[src/rtl/cfg_sync_pkg.sv]
`default_nettype none
// ============================================================================
// Module      : cfg_sync_pkg
// Description : Shared FSM state type and counter-width helpers for the
//               configuration snapshot synchroniser.
// Revision    : 1.0
// ============================================================================
package cfg_sync_pkg;

    typedef enum logic [0:0] {
        DISABLED = 1'b0,
        ACTIVE   = 1'b1
    } cfg_state_e;

    // Width of a counter that must be able to hold max_val.
    function automatic int cnt_w(input int max_val);
        return (max_val < 1) ? 1 : $clog2(max_val + 1);
    endfunction

    localparam int STABLE_CNT_W_DEF  = cnt_w(2);
    localparam int TIMEOUT_CNT_W_DEF = cnt_w(1024);

endpackage
`default_nettype wire

[src/rtl/sync_stable_ch.sv]
`default_nettype none
// ============================================================================
// Module      : sync_stable_ch
// Description : Multi-stage synchroniser for one config word plus a
//               saturating stability counter on the synchronised value.
// Revision    : 1.0
// ============================================================================
module sync_stable_ch
    import cfg_sync_pkg::*;
#(
    parameter int WIDTH        = 32,
    parameter int SYNC_DEPTH   = 3,
    parameter int STABLE_COUNT = 2
) (
    input  logic             clk,
    input  logic             resetn,
    input  logic [WIDTH-1:0] data_in,
    output logic [WIDTH-1:0] sync_q,
    output logic             ch_stable
);

    localparam int               CNT_W   = cnt_w(STABLE_COUNT);
    localparam logic [CNT_W-1:0] CNT_MAX = CNT_W'(STABLE_COUNT);

    logic [WIDTH-1:0] chain_q [SYNC_DEPTH];
    logic [CNT_W-1:0] cnt_q;
    logic [CNT_W-1:0] cnt_d;

    // A change is detected as it enters the last stage, so the counter is
    // already 0 in the first cycle the new synchronised value is visible.
    always_comb begin
        cnt_d = cnt_q;
        if (chain_q[SYNC_DEPTH-2] != chain_q[SYNC_DEPTH-1]) begin
            cnt_d = '0;
        end else if (cnt_q != CNT_MAX) begin
            cnt_d = cnt_q + CNT_W'(1);
        end
    end

    always_ff @(posedge clk or negedge resetn) begin
        if (!resetn) begin
            for (int i = 0; i < SYNC_DEPTH; i++) begin
                chain_q[i] <= '0;
            end
            cnt_q <= '0;
        end else begin
            chain_q[0] <= data_in;
            for (int i = 1; i < SYNC_DEPTH; i++) begin
                chain_q[i] <= chain_q[i-1];
            end
            cnt_q <= cnt_d;
        end
    end

    assign sync_q    = chain_q[SYNC_DEPTH-1];
    assign ch_stable = (cnt_q == CNT_MAX);

endmodule
`default_nettype wire

[src/rtl/cfg_snapshot_sync.sv]
`default_nettype none
// ============================================================================
// Module      : cfg_snapshot_sync
// Description : Synchronises NUM_CH async config words and an enable, then
//               commits them atomically once all are stable and allowed.
// Revision    : 1.0
// ============================================================================
module cfg_snapshot_sync
    import cfg_sync_pkg::*;
#(
    parameter int NUM_CH         = 5,
    parameter int CH_WIDTH       = 32,
    parameter int SYNC_DEPTH     = 3,
    parameter int STABLE_COUNT   = 2,
    parameter int TIMEOUT_CYCLES = 1024
) (
    input  logic                       clk,
    input  logic                       resetn,
    input  logic [NUM_CH*CH_WIDTH-1:0] cfg_in,
    input  logic                       en_in,
    input  logic                       update_allow,
    output logic [NUM_CH*CH_WIDTH-1:0] cfg_out,
    output logic                       en_out,
    output logic                       cfg_update,
    output logic                       pending,
    output logic                       unstable_err
);

    localparam int               BUS_W   = NUM_CH * CH_WIDTH;
    localparam int               TMO_W   = cnt_w(TIMEOUT_CYCLES);
    localparam logic [TMO_W-1:0] TMO_MAX = TMO_W'(TIMEOUT_CYCLES);

    logic [BUS_W-1:0]  snap_cfg;
    logic [NUM_CH-1:0] ch_stable;
    logic              en_sync;
    logic              en_stable;
    logic              all_stable;
    logic              diff;

    cfg_state_e        state_q;
    logic [BUS_W-1:0]  cfg_out_q;
    logic              en_out_q;
    logic              cfg_update_q;
    logic [TMO_W-1:0]  tmo_cnt_q;
    logic [TMO_W-1:0]  tmo_cnt_d;
    logic              unstable_err_q;

    generate
        for (genvar i = 0; i < NUM_CH; i++) begin : g_ch
            sync_stable_ch #(
                .WIDTH        (CH_WIDTH),
                .SYNC_DEPTH   (SYNC_DEPTH),
                .STABLE_COUNT (STABLE_COUNT)
            ) u_sync (
                .clk       (clk),
                .resetn    (resetn),
                .data_in   (cfg_in[i*CH_WIDTH +: CH_WIDTH]),
                .sync_q    (snap_cfg[i*CH_WIDTH +: CH_WIDTH]),
                .ch_stable (ch_stable[i])
            );
        end
    endgenerate

    // The enable travels through the same qualification as the data words.
    sync_stable_ch #(
        .WIDTH        (1),
        .SYNC_DEPTH   (SYNC_DEPTH),
        .STABLE_COUNT (STABLE_COUNT)
    ) u_sync_en (
        .clk       (clk),
        .resetn    (resetn),
        .data_in   (en_in),
        .sync_q    (en_sync),
        .ch_stable (en_stable)
    );

    assign all_stable = (&ch_stable) & en_stable;
    assign diff       = (snap_cfg != cfg_out_q);

    always_ff @(posedge clk or negedge resetn) begin
        if (!resetn) begin
            state_q      <= DISABLED;
            cfg_out_q    <= '0;
            en_out_q     <= 1'b0;
            cfg_update_q <= 1'b0;
        end else begin
            cfg_update_q <= 1'b0;
            case (state_q)
                DISABLED: begin
                    if (all_stable && en_sync && update_allow) begin
                        cfg_out_q    <= snap_cfg;
                        en_out_q     <= 1'b1;
                        cfg_update_q <= 1'b1;
                        state_q      <= ACTIVE;
                    end
                end
                ACTIVE: begin
                    // Disable wins over a simultaneous differing snapshot.
                    if (all_stable) begin
                        if (!en_sync) begin
                            en_out_q <= 1'b0;
                            state_q  <= DISABLED;
                        end else if (diff && update_allow) begin
                            cfg_out_q    <= snap_cfg;
                            cfg_update_q <= 1'b1;
                        end
                    end
                end
                default: begin
                    state_q <= DISABLED;
                end
            endcase
        end
    end

    always_comb begin
        tmo_cnt_d = tmo_cnt_q;
        if (all_stable) begin
            tmo_cnt_d = '0;
        end else if (tmo_cnt_q != TMO_MAX) begin
            tmo_cnt_d = tmo_cnt_q + TMO_W'(1);
        end
    end

    always_ff @(posedge clk or negedge resetn) begin
        if (!resetn) begin
            tmo_cnt_q      <= '0;
            unstable_err_q <= 1'b0;
        end else begin
            tmo_cnt_q <= tmo_cnt_d;
            if (all_stable) begin
                unstable_err_q <= 1'b0;
            end else if (tmo_cnt_d == TMO_MAX) begin
                unstable_err_q <= 1'b1;
            end
        end
    end

    assign pending = all_stable && en_sync && !update_allow &&
                     ((state_q == DISABLED) || diff);

    assign cfg_out      = cfg_out_q;
    assign en_out       = en_out_q;
    assign cfg_update   = cfg_update_q;
    assign unstable_err = unstable_err_q;

endmodule
`default_nettype wire

[config.mk]
export PLATFORM = sky130hd
export DESIGN_NAME = cfg_snapshot_sync
export DESIGN_NICKNAME = d
export VERILOG_FILES = /design/src/rtl/cfg_sync_pkg.sv /design/src/rtl/sync_stable_ch.sv /design/src/rtl/cfg_snapshot_sync.sv
export SDC_FILE = /design/constraint.sdc
export NUM_CORES = 1
export LEC_CHECK = 0
export ABC_AREA = 1
export CAP_MARGIN = 10
export CORE_UTILIZATION = 61
export CTS_BUF_LIST = sky130_fd_sc_hd__clkbuf_2 sky130_fd_sc_hd__clkbuf_4 sky130_fd_sc_hd__clkbuf_8
export DETAILED_ROUTE_END_ITERATION = 8
export GPL_ROUTABILITY_DRIVEN = 1
export PLACE_DENSITY = 0.87
export SYNTH_ARGS = -nofsm -noshare
export SYNTH_HDL_FRONTEND = slang
export SYNTH_SLANG_ARGS = --single-unit
export TNS_END_PERCENT = 20
[constraint.sdc]
create_clock -name clk -period 5.91 [get_ports clk]
set_input_delay 0.8865 -clock clk [delete_from_list [all_inputs] [get_ports clk]]
set_output_delay 0.8865 -clock clk [all_outputs]
set_load 0.1 [all_outputs]
==> results.md, run 1 <==
- GRT Overall Usage: 34.9%
- Vias in the first global route: 18,563
- CP cell instances: inv_1 > nand2_1 > nand4_1 > nor2_1 > nand2_1 > nor2_1 > nand2_1 > nor2_1 > nand3_4 > and3_1 > clkdlybuf4s50_1
- Min Tclk post-route: 4470 ps
- Final period util: 75.7%
- Synth Register Bits: 670
- Post-Syn Area per Cell: 10.5 sq um
- Routability cong.: 0.953
- FFs w/ async S/R, synth: 100%
- Post_cts resized: 0
- Critical Path RT: 5020 ps
- Synth top area cells: dfrtp_1 (68%), nand2_1 (11%), xnor2_1 (4.9%), inv_1 (4.3%), nand3_1 (3.7%)
- Initial Util: 61.9%
- Critical Path Max Stage Delay: 960 ps
- FMAX: 0.223 GHz
- CP max-delay cell: clkdlybuf4s50_1
- Post-synth EDFFs: 0
- Clock Latency Late Sink: 700 ps
- Layout cells sized above 1: 8.53%
- Setup crit end kind: primary output
- TritonCTS clock tree: built
- Synth Instances: 2,348
- Pleak: 14.7 nW
- Worst Tran Pin Value: 1190 ps
- Clk pin slew, worst setup/hold paths: 70 ps
- Iter 0 DRT Violations: 1,962
- Synth area leader: dfrtp_1
- Max clock buf depth: 3
- Fin Clk Skew: 48.2 ps
- Final TNS setup: 0 ps
- Cts bufs inserted: 101
- Worst Setup Start Kind: register
- Top-area cell type share of the netlist area: 68.0%
- RSZ-0062 raised after global routing: false
- DR WL/cell: 20.9 microns
- H-tree Lvls: 3
- Cell variety after synth: 33
- Synth cell count leaders: nand2_1 (717), dfrtp_1 (670), inv_1 (280)
- Slew HR: 20.5%
- Max-Cap Viols: 0
- FP Rows: 73
- DRT Wirelength: 69,800 microns
- DR DRC count: 0
- Final nets: 2,909
- Total power: 9.37 mW
- Fill count: 2,468
- CP delay by family, top: simple AND/OR/NAND/NOR gates
- Finish-stage setup viols: 0
- Via/cell ratio: 5.47
- Via Count: 18,257
- Die Y: 203 microns
- Grt total ovfl: 0
- First-pass GRT wire length: 106,000 microns
- Ys flop type: dfrtp_1
- CTS sink cnt: 670
- Run status: finished clean
- Critical path class: register to primary output
- Die W: 203 microns
- Critical Path Fanout Max: 3
- Root Buffer: clkbuf_8
- P&R area growth vs syn: 24.3%
- Critical Path AT: 3590 ps
- Count leader, synth: nand2_1
- Core Region: 39,800 sq um
- Ys Warns: 0
- Pwr dens: 306 nW/um^2
- Largest net degree at the start of global routing: 148
- CP bufs+invs: 2
- Pins over their slew limit: 0
- Hold Fails Final Rpt: 0
- Hold Crit Class: primary input to async pin
- Antenna violations before repair: 2
- Post-Syn Nets: 2,520
- Die area: 41,200 sq um
- VDD IR-drop max: 260 uV
- Num ports: 328
- Cts hold-fix bufs: 0
- IO buf count: 327
- Synthesized area: 24,700 sq um
- Antenna-violating nets left: 0
- Register area share after synthesis: 68.0%
- DR pass1 iterations: 7
- Hpwl dp: 49,200 microns
- Setup repair bufs after CTS: 0
## worst paths after layout
| check | startpoint | endpoint | slack [ps] | depth (start not counted) |
|---|---|---|---|---|
| worst max-delay path | g_ch[0].u_sync.sync_q[5]$_DFF_PN0_ | pending | 1440 | 11 |
| worst min-delay path | resetn | cfg_update$_DFF_PN0_ | 280 | 1 |
| worst max register to register | u_sync_en.cnt_q[0]$_DFFE_PN0P_ | cfg_out[35]$_DFFE_PN0P_ | 1970 | 10 |
| worst min register to register | g_ch[1].u_sync.chain_q[92]$_DFF_PN0_ | g_ch[1].u_sync.chain_q[60]$_DFF_PN0_ | 340 | 0 |
| max in group asynchronous | resetn | g_ch[0].u_sync.chain_q[41]$_DFF_PN0_ | 4250 | 2 |
| min in group clk | g_ch[1].u_sync.chain_q[92]$_DFF_PN0_ | g_ch[1].u_sync.chain_q[60]$_DFF_PN0_ | 340 | 0 |
## layout by cell type, fill, tap and decap left out, drive strengths merged, types with 14 or more instances in the layout
cell / synthesis / routed
o21ai: 23 / 23
nor2: 93 / 93
clkbuf: 14 / 164
nand4: 56 / 56
xor2: 20 / 20
xnor2: 139 / 139
clkdlybuf4s50: 0 / 326
nor3: 14 / 14
or2: 35 / 35
inv: 291 / 295
nand2: 718 / 718
nand3: 182 / 182
o2111ai: 14 / 14
dfrtp: 670 / 670
## flip-flops by register name, indices dropped and copies added, names as in the netlist
| name | count |
|---|---|
| g_ch.u_sync.chain_q | 320 |
| cfg_out | 160 |
| g_ch.u_sync.sync_q | 160 |
| tmo_cnt_q | 11 |
| g_ch.u_sync.cnt_q | 10 |
| u_sync_en.chain_q | 2 |
| u_sync_en.cnt_q | 2 |
| cfg_update | 1 |
| en_out | 1 |
| state_q | 1 |
| u_sync_en.sync_q | 1 |
| unstable_err | 1 |
## cell type report
cell class,count,area [sq um],share of cell area (%)
inverter,293,1100,3.59
timing repair buffer,338,3410,11.1
antenna,1,2.50,0.00816
multi-input combinational,1333,6560,21.4
sequential,670,16800,54.7
tap,525,657,2.14
clock inverter,15,121,0.396
clock buffer,164,2050,6.69
## where the power goes
| part | internal [mW] | switching, mW | leakage (nW) |
|---|---|---|---|
| clock | 2.20 | 1.78 | 1.16 |
| combinational | 0.214 | 0.253 | 5.30 |
| sequential | 4.76 | 0.152 | 8.21 |
## cell families (layout without fill, tap and decap cells)
kind of cell	count (synthesis)	after routing	share of synthesized area [%]
AND/OR/NAND/NOR	1111	1111	19.0
flip-flops	670	670	68.0
buffers and inverters	345	810	5.51
XOR/XNOR	159	159	5.65
AO/OA/AOI/OAI	55	55	1.44
adder cells (fa/ha/maj)	8	8	0.406
other	0	1	0
## per-layer routing
metal,GRT usage [%],vias to the layer above,wire [microns]
met5,0,-,11
met4,20.4,2,4460
met3,9.57,220,7260
met2,54.3,1024,32500
met1,44.5,8976,25600
li1,-,8035,-
## worst register-to-register path: stages (launching register included)
cell and delay [ps]:
dfrtp_1 380, inv_1 90, ha_1 230, inv_1 80, nor3_1 160, nand3_1 410
nor3_4 330, buf_4 790, buf_4 930, nand3_1 350, nand2_1 140
## per-stage QoR
stage          hold slack [ps]  util, %  area (sq um)  instances  setup slack (ps)
2_1_floorplan              331        -         24700       2348              2350
3_3_place_gp               332     71.5         28500       3159              2200
3_5_place_dp               335     71.5         28500       3159              2150
4_1_cts                    299     77.0         30700       3338              1440
5_1_grt                    347     77.0         30700       3338              1320
6_report                   276     77.0         30700       3339              1440
(Power assumes the default switching activity.)
==> run 2: changes to the inputs <==
Settings changed: CORE_UTILIZATION 61 to 57, PLACE_DENSITY 0.87 to 0.82.
Clock period 5.91 ns to 4.4 ns, I/O delays scaled along.
==> results.md, run 2 (same netlist as run 1, synthesis figures left out) <==
- H-tree Lvls: 3 (unchanged)
- Max clock buf depth: 3 (unchanged)
- Place WS: 1420 ps (was 2150 ps)
- Final TNS setup: 0 ps (unchanged)
- DR DRC count: 0 (unchanged)
- Setup crit end kind: primary output (unchanged)
- Critical path class: register to primary output (unchanged)
- Antenna violations before repair: 0 (was 2)
- Fin Clk Skew: 39.1 ps (was 48.2 ps)
- Worst Setup Start Kind: register (unchanged)
- Root Buffer: clkbuf_8 (unchanged)
- Critical Path Fanout Max: 10 (was 3)
- Final WS setup: 592 ps (was 1440 ps)
- Run status: finished clean (unchanged)
- CP max-delay cell: xnor2_1 (was clkdlybuf4s50_1)
- Pins over their slew limit: 0 (unchanged)
- GRT Overall Usage: 32.3% (was 34.9%)
- Top reg by flops: g_ch.u_sync.chain_q (unchanged)
- Layout cells sized above 1: 8.60% (was 8.53%)
- Final core occ: 72.7% (was 77.0%)
- Die area: 44,100 sq um (was 41,200 sq um)
- Hold-critical path depth: 0
- Via Count: 17,607 (was 18,257)
- First-pass GRT wire length: 104,000 microns (was 106,000 microns)
- CP bufs+invs: 1 (was 2)
- Final period util: 86.6%
- Worst Hold End: g_ch[2].u_sync.chain_q[45]$_DFF_PN0_
- Critical Path AT: 3150 ps (was 3590 ps)
- R2r startpoint: g_ch[3].u_sync.sync_q[14]$_DFF_PN0_ (was u_sync_en.cnt_q[0]$_DFFE_PN0P_)
- CP cell instances: xnor2_1 > nand2_1 > nor2_1 > nand2_1 > nor2_1 > nand2_1 > nor2_1 > nand3_4 > and3_1 > buf_4 (was inv_1 > nand2_1 > nand4_1 > nor2_1 > nand2_1 > nor2_1 > nand2_1 > nor2_1 > nand3_4 > and3_1 > clkdlybuf4s50_1)
- Final nets: 2,915 (was 2,909)
- Flop2flop setup slack: 1300 ps (was 1970 ps)
- Largest net degree at the start of global routing: 162 (was 148)
- Hold Crit Start: g_ch[2].u_sync.chain_q[77]$_DFF_PN0_
- Critical Path Max Stage Delay: 540 ps (was 960 ps)
- CTS sink cnt: 670 (unchanged)
- Worst Tran Pin Value: 1150 ps (was 1190 ps)
- Clk pin slew, worst setup/hold paths: 60 ps (was 70 ps)
- DR pass1 iterations: 6 (was 7)
- Total power: 12.5 mW (was 9.37 mW)
- Hold Fails Final Rpt: 0 (unchanged)
- R2R Path End: cfg_out[33]$_DFFE_PN0P_ (was cfg_out[35]$_DFFE_PN0P_)
- Finish-stage setup viols: 0 (unchanged)
- Min Tclk post-route: 3810 ps
- DRT Wirelength: 68,800 microns (was 69,800 microns)
- Slew HR: 23.3% (was 20.5%)
- Fill count: 2,866 (was 2,468)
- Hpwl dp: 49,300 microns (was 49,200 microns)
- RSZ-0062 raised after global routing: false (unchanged)
- Routability cong.: 0.919 (was 0.953)
- Setup repair bufs after CTS: 0 (unchanged)
- Clock Latency Late Sink: 720 ps (was 700 ps)
- Initial Util: 58.3% (was 61.9%)
- Post-Layout Cell Count: 3,393 (was 3,339)
- Hold Crit Class: register to register (was primary input to async pin)
- Grt total ovfl: 0 (unchanged)
- Post_cts resized: 0 (unchanged)
- Pwr dens: 407 nW/um^2 (was 306 nW/um^2)
- Pleak: 14.7 nW (about the same)
- Antenna-violating nets left: 0 (unchanged)
- Dpl cells: 3,215 (was 3,159)
- Num ports: 328 (unchanged)
- Cts bufs inserted: 102 (was 101)
- Critical Path RT: 3740 ps (was 5020 ps)
- Max-Cap Viols: 0 (unchanged)
- Largest register FFs: 320 (unchanged)
- Commonest non-fill, non-tap cell in the layout: nand2_1 (unchanged)
- Die W: 210 microns (was 203 microns)
- CP delay by family, top: simple AND/OR/NAND/NOR gates (unchanged)
- FMAX: 0.263 GHz
- Most frequent cells in the layout: nand2_1 (717), dfrtp_1 (670), clkdlybuf4s50_1 (325) (was nand2_1 (717), dfrtp_1 (670), clkdlybuf4s50_1 (326))
- Vias in the first global route: 17,720 (was 18,563)
- TritonCTS clock tree: built (unchanged)
- DR WL/cell: 20.3 microns (was 20.9 microns)
- Core Region: 42,300 sq um (was 39,800 sq um)
- FP Rows: 75 (was 73)
- FF-to-FF path depth: 12 (was 10)
- IO buf count: 327 (unchanged)
- Iter 0 DRT Violations: 1,982 (was 1,962)
- VDD IR-drop max: 381 uV (was 260 uV)
- Die Y: 210 microns (was 203 microns)
- Via/cell ratio: 5.19 (was 5.47)
- P&R area growth vs syn: 24.8% (was 24.3%)
[run 2: changes by cell type in the layout (fill, tap and decap cells not counted), sizes merged]
cell | previous run | this run
bufinv | 0 | 1
dlygate4sd3 | 0 | 1
clkinv | 11 | 15
clkinvlp | 2 | 4
clkbuf | 164 | 156
inv | 295 | 293
buf | 12 | 17
clkdlybuf4s50 | 326 | 325
[run 2: worst max-delay path by stage]
stage / start / end / slack (ps) / cells past startpoint
after floorplan: cfg_out[135]$_DFFE_PN0P_ / pending / 1070 / 11
after detailed placement: g_ch[3].u_sync.sync_q[14]$_DFF_PN0_ / pending / 1420 / 10
after CTS: g_ch[3].u_sync.sync_q[14]$_DFF_PN0_ / pending / 630 / 10
after global placement: g_ch[3].u_sync.sync_q[14]$_DFF_PN0_ / pending / 1430 / 10
final: g_ch[3].u_sync.sync_q[14]$_DFF_PN0_ / pending / 590 / 10
after global routing: g_ch[3].u_sync.sync_q[14]$_DFF_PN0_ / pending / 500 / 10
[run 2: power breakdown]
part | internal (mW) | switching [mW]
Combinational | 0.291 | 0.329
Clock | 2.94 | 2.37
Sequential | 6.40 | 0.201
[run 2: per-stage QoR]
step	cell area, sq um	hold slack (ps)
2_1_floorplan	24700	331
3_3_place_gp	28600	332
3_5_place_dp	28600	335
4_1_cts	30800	334
5_1_grt	30800	341
6_report	30800	344
[run 2: metal layers]
layer  wire length, microns  GRT usage (%)  part of all wire, %
met4                   3200           15.0                  4.6
met1                  27200           42.0                   40
met3                   5980           10.0                  8.7
met5                      0              0                    0
met2                  32400           50.2                   47
[run 2: area by class of cell]
| cell class | count | area (sq um) | area share (%) |
|---|---|---|---|
| multi-input cells | 1333 | 6560 | 21.3 |
| diodes | 1 | 2.50 | 0.00813 |
| repair buffers | 343 | 3500 | 11.4 |
| inverters | 293 | 1100 | 3.57 |
| clock inverters | 20 | 143 | 0.463 |
| well taps | 577 | 722 | 2.35 |
| clock buffers | 156 | 2000 | 6.49 |
| flip-flops and latches | 670 | 16800 | 54.5 |
[run 2: timing repair]
action,CTS,global route
hold buffers,1,0
setup endpoints to repair,0,0
endpoints found under the hold margin,15,0
